$ cat src/rtl/prog_loader.sv
// prog_loader: receives a framed program over an 8-bit valid/ready byte
// stream, packs every three bytes into a 24-bit instruction word and writes
// the words sequentially into instruction memory. The core stays held in
// reset (cpu_run low) until the whole frame has arrived with a good checksum.
//
// Frame: N, then 3*N payload bytes sent MSB byte first, then C.
//   N == 0 means 2^ADDR_W words.
//   C is the mod-256 sum of the payload bytes only (N is not included).
module prog_loader #(
  parameter int ADDR_W = 8,
  parameter int OP_W   = 24   // fixed at three bytes
) (
  input  logic              clk,
  input  logic              rst,
  input  logic [7:0]        in_data,
  input  logic              in_valid,
  output logic              in_ready,
  input  logic              reload,
  output logic              imem_we,
  output logic [ADDR_W-1:0] imem_addr,
  output logic [OP_W-1:0]   imem_wdata,
  output logic              cpu_run,
  output logic              done,
  output logic              err
);

  localparam logic [2:0] S_HDR  = 3'd0;
  localparam logic [2:0] S_LOAD = 3'd1;
  localparam logic [2:0] S_CSUM = 3'd2;
  localparam logic [2:0] S_RUN  = 3'd3;
  localparam logic [2:0] S_ERR  = 3'd4;

  logic [2:0]        state;
  logic [ADDR_W:0]   words_left;  // one bit wider so N == 0 can mean 2^ADDR_W
  logic [1:0]        byte_idx;
  logic [ADDR_W-1:0] word_addr;
  logic [7:0]        acc;
  logic [15:0]       asm_reg;     // first two bytes of the word being built
  logic              xfer;

  // Accept bytes only while a frame is in progress; never while in reset.
  // NOTE: every output of an always_comb is assigned a default first, so no
  // path through the block can leave it unassigned and infer a latch.
  always_comb begin
    in_ready = 1'b0;
    if (!rst && (state == S_HDR || state == S_LOAD || state == S_CSUM))
      in_ready = 1'b1;
  end

  assign xfer = in_valid && in_ready;

  // Frame FSM, word assembly, checksum accumulation and the registered outputs.
  // NOTE: sequential state uses non-blocking assignments only, so every
  // register samples values from before the edge, whatever the statement order.
  always_ff @(posedge clk) begin
    if (rst) begin
      state      <= S_HDR;
      words_left <= '0;
      byte_idx   <= '0;
      word_addr  <= '0;
      acc        <= '0;
      asm_reg    <= '0;
      imem_we    <= 1'b0;
      imem_addr  <= '0;
      imem_wdata <= '0;
      cpu_run    <= 1'b0;
      done       <= 1'b0;
      err        <= 1'b0;
    end else begin
      imem_we <= 1'b0;
      case (state)
        S_HDR: begin
          if (xfer) begin
            if (in_data == 8'd0)
              words_left <= {1'b1, {ADDR_W{1'b0}}};
            else
              words_left <= {{(ADDR_W + 1 - 8){1'b0}}, in_data};
            byte_idx  <= '0;
            word_addr <= '0;
            acc       <= '0;
            state     <= S_LOAD;
          end
        end

        S_LOAD: begin
          if (xfer) begin
            acc     <= acc + in_data;
            asm_reg <= {asm_reg[7:0], in_data};
            if (byte_idx == 2'd2) begin
              byte_idx   <= '0;
              imem_we    <= 1'b1;
              imem_addr  <= word_addr;
              imem_wdata <= {asm_reg, in_data};
              word_addr  <= word_addr + 1'b1;
              words_left <= words_left - 1'b1;
              if (words_left == {{ADDR_W{1'b0}}, 1'b1})
                state <= S_CSUM;
            end else begin
              byte_idx <= byte_idx + 2'd1;
            end
          end
        end

        S_CSUM: begin
          if (xfer) begin
            if (in_data == acc) begin
              state   <= S_RUN;
              cpu_run <= 1'b1;
              done    <= 1'b1;
            end else begin
              state <= S_ERR;
              err   <= 1'b1;
            end
          end
        end

        S_RUN: begin
          if (reload) begin
            state   <= S_HDR;
            cpu_run <= 1'b0;
            done    <= 1'b0;
          end
        end

        S_ERR: begin
          // Sticky until rst; reload deliberately ignored.
        end

        default: state <= S_HDR;
      endcase
    end
  end

endmodule

$ cat config.mk
export PLATFORM = sky130hd
export DESIGN_NAME = prog_loader
export DESIGN_NICKNAME = d
export VERILOG_FILES = /design/src/rtl/prog_loader.sv
export SDC_FILE = /design/constraint.sdc
export NUM_CORES = 1
export LEC_CHECK = 0
export ABC_CLOCK_PERIOD_IN_PS = 1700
export CAP_MARGIN = 15
export CORE_ASPECT_RATIO = 0.5
export CORE_MARGIN = 2
export CORE_UTILIZATION = 51
export CTS_BUF_LIST = sky130_fd_sc_hd__clkbuf_8
export DETAILED_ROUTE_END_ITERATION = 10
export MAX_ROUTING_LAYER = met4
export PLACE_DENSITY = 0.8
export SKIP_CTS_REPAIR_TIMING = 1
export SLEW_MARGIN = 30
export SYNTH_ARGS = -nofsm -noshare
export SYNTH_HDL_FRONTEND = slang
export SYNTH_SLANG_ARGS = --single-unit
$ cat constraint.sdc
create_clock -name clk -period 1.7 [get_ports clk]
set_input_delay 0.255 -clock clk [delete_from_list [all_inputs] [get_ports clk]]
set_output_delay 0.255 -clock clk [all_outputs]
set_load 0.005 [all_outputs]
==> flow_summary_export.csv <==
group,metric,value,unit
hold_path,min_path_type,"in -> reg",
yosys,syn_avg_cell_area,8.16,um^2
grt,antenna_found_initial,0,
routing,drt-pass1-iter-count,5,
grt,grt-ovfl-total,0,
yosys,yosys_warnings,0,
floorplan,die_w,123,um
routing,routed_wl,10400,um
cts,clk_pin_slew,0.09,ns
floorplan,rows,21,
pwr,p_total,0.00363,W
floorplan,die_y,63.6,um
sta,relSlewSlack,63.0,%
routing,antenna_left,0,
pwr,powerDensity,713,nW/um^2
pwr,ir_drop,0.401,mV
cts,cts_tree,"yes",
placed_design,hpwl,6100,um
yosys,synth_ff_type,"dfxtp_1",
routing,wire_per_inst,16.3,um
floorplan,start_util,53.4,%
setup_path,worstPathRequired,1.95,ns
cells_and_area,stdcell_count,641,
job,maxCapViolCount,0,
cts,cts_buffers,9,
grt,grt_pass1_wl,14900,um
floorplan,core-area,6780,um^2
setup_path,r2r_slack,-0.14,ns
yosys,synthCells,444,
routing,wirelength_met1,4620,um
routing,route.met2.wl,4910,um
placed_design,io_buffers,48,
floorplan,pin_count,49,
sta,fmax,545,MHz
cts,clk_latency,0.37,ns
setup_path,crit_start,"words_left[3]",
setup_path,cp.arrival,2.09,ns
placed_design,dp_cells,607,
hold_path,holdPathStages,3,
routing,top_layer,"met4",
status,violations,"negative setup slack",
sta,finalHoldWorstSlack,0.337,ns
yosys,synth_edf_count,0,
sta,setup_violations,5,
setup_path,cp-end-kind,"flip-flop",
cells_and_area,syn_to_final_growth,40.4,%
yosys,synthArstFlopShare,0,%
routing,drt_iter0_drc,388,
sta,rsz0062_at_grt,"yes",
setup_path,r2r_cells,6,
cts,clkSinkCount,81,
cts,clock_path_buffers,2,
cells_and_area,layout_common_cells,"nand2_1 (112), dfxtp_1 (77), buf_4 (63), a21oi_1 (56), clkdlybuf4s50_1 (40)",
cts,htree_levels,3,
grt,grt_max_degree,53,
setup_path,critPathCapture,"state[1]",
sta,tightest_slew,0.556,ns
sta,finalMaxSlewViolations,0,
cells_and_area,drive_above_1_share,24.8,%
yosys,syn-cell-area,3620,um^2
grt,grt_usage,25.0,%
routing,vias_per_cell,5.62,
yosys,synth_seq_cells,81,
status,outcome,"finished with violations",
routing,vias,3605,
grt,grt_pass1_vias,3130,
cells_and_area,nNetsFinal,567,
cells_and_area,fillCellCount,479,
cells_and_area,largest_reg_flops,24,
cts,cts-root-buf,"clkbuf_8",
sta,layout_setup_ws,-0.136,ns
setup_path,cp_max_fo,2,
placed_design,gp_congestion,0.927,
sta,period_needed,1.84,ns
cells_and_area,num_antenna_cells,0,
cells_and_area,mostFrequentLayoutCell,"nand2_1",
sta,skew,0.0103,ns
yosys,synth_cell_types,55,
setup_path,critPathKind,"reg -> reg",
setup_path,cp-start-kind,"flip-flop",
floorplan,dieArea,7830,um^2
cells_and_area,final_area,5080,um^2
yosys,seq_area_frac_synth,44.8,%
routing,drc,0,
sta,final-hold-violation-count,0,
setup_path,r2r_start,"words_left[3]",
setup_path,r2r-end,"state[1]",
routing,dr_wl_met3,683,um
sta,post-route-period-util,108,%
pwr,leakagePower,1.93,nW
placed_design,dpl-instance-area,4480,um^2
yosys,syn_nets,467,
[synthesized netlist by cell type, types with 3 or more instances]
| cell type | instances | area share, % |
|---|---|---|
| a211o_1 | 3 | 0.73 |
| nand2_1 | 114 | 12 |
| nor3_1 | 6 | 0.83 |
| xnor2_1 | 4 | 0.97 |
| clkbuf_1 | 15 | 1.6 |
| o21ai_0 | 7 | 0.97 |
| ha_1 | 10 | 3.5 |
| nand3_1 | 9 | 1.2 |
| inv_1 | 5 | 0.52 |
| buf_4 | 4 | 0.83 |
| a211oi_1 | 3 | 0.62 |
| nor4_1 | 7 | 1.2 |
| a21o_1 | 3 | 0.62 |
| a2bb2oi_1 | 3 | 0.73 |
| xor2_1 | 7 | 1.7 |
| nor2_1 | 24 | 2.5 |
| nand3b_1 | 6 | 1.2 |
| a21oi_1 | 67 | 9.3 |
| buf_2 | 9 | 1.2 |
| a22oi_1 | 7 | 1.5 |
| o21ai_1 | 5 | 0.69 |
| nand2b_1 | 5 | 0.86 |
| dfxtp_1 | 81 | 45 |
[metal layers]
metal,global-route usage [%],up-vias
li1,-,1734
met1,34.0,1716
met2,37.2,133
met3,5.71,22
met4,7.24,0
met5,-,-
[stage by stage]
step | util, % | setup TNS (ns) | setup WS (ns)
after global placement | 66.0 | -29.23 | -0.485
final | 75.0 | -0.340 | -0.136
after floorplan | - | 0 | 0.00398
after detailed placement | 66.0 | -29.10 | -0.537
after CTS | 68.6 | -1.68 | -0.377
after global routing | 75.0 | -1.73 | -0.251
[cell families after synthesis]
logic type      count (synthesis)  share of synthesized area (%)
xor+xnor                       11                           2.66
flops                          81                           44.8
fa+ha+maj                      11                           4.01
buf+inv                        36                           4.66
simple gates                  190                           24.0
mux                             2                          0.553
compound gates                113                           19.3
[area by class of cell]
| type | instances | area [um^2] | area share [%] |
|---|---|---|---|
| multi-input combinational | 327 | 2080 | 40.9 |
| clock buffer | 10 | 138 | 2.71 |
| sequential | 81 | 1630 | 32.0 |
| timing repair buffer | 119 | 1060 | 20.8 |
| tap | 92 | 115 | 2.26 |
| clock inverter | 6 | 36.3 | 0.714 |
| inverter | 6 | 25.0 | 0.492 |
[worst min path at each step]
stage / slack (ns) / startpoint / end
floorplan: 0.37 / reload / done
global placement: 0.44 / asm_reg[8] / imem_wdata[16]
detailed placement: 0.45 / imem_wdata[11] / imem_wdata[11]
CTS: 0.32 / rst / words_left[8]
global route: 0.37 / rst / words_left[1]
finish: 0.34 / in_valid / err
[critical path: stages (launching register included)]
cell and delay (ns):
dfxtp_2 0.35, nor4_4 0.31, nand4b_1 0.19, a222oi_1 0.40, buf_4 0.20, mux2i_1 0.19
a21oi_1 0.08
[power by group]
part / internal (W) / leakage (nW) / switching, W / total, W
sequential: 0.00191 / 0.656 / 0.0000214 / 0.00193
clock: 0.000559 / 0.0909 / 0.000712 / 0.00127
combinational: 0.000192 / 1.18 / 0.000231 / 0.000423
Note: power is estimated with default switching activity, not from simulation.
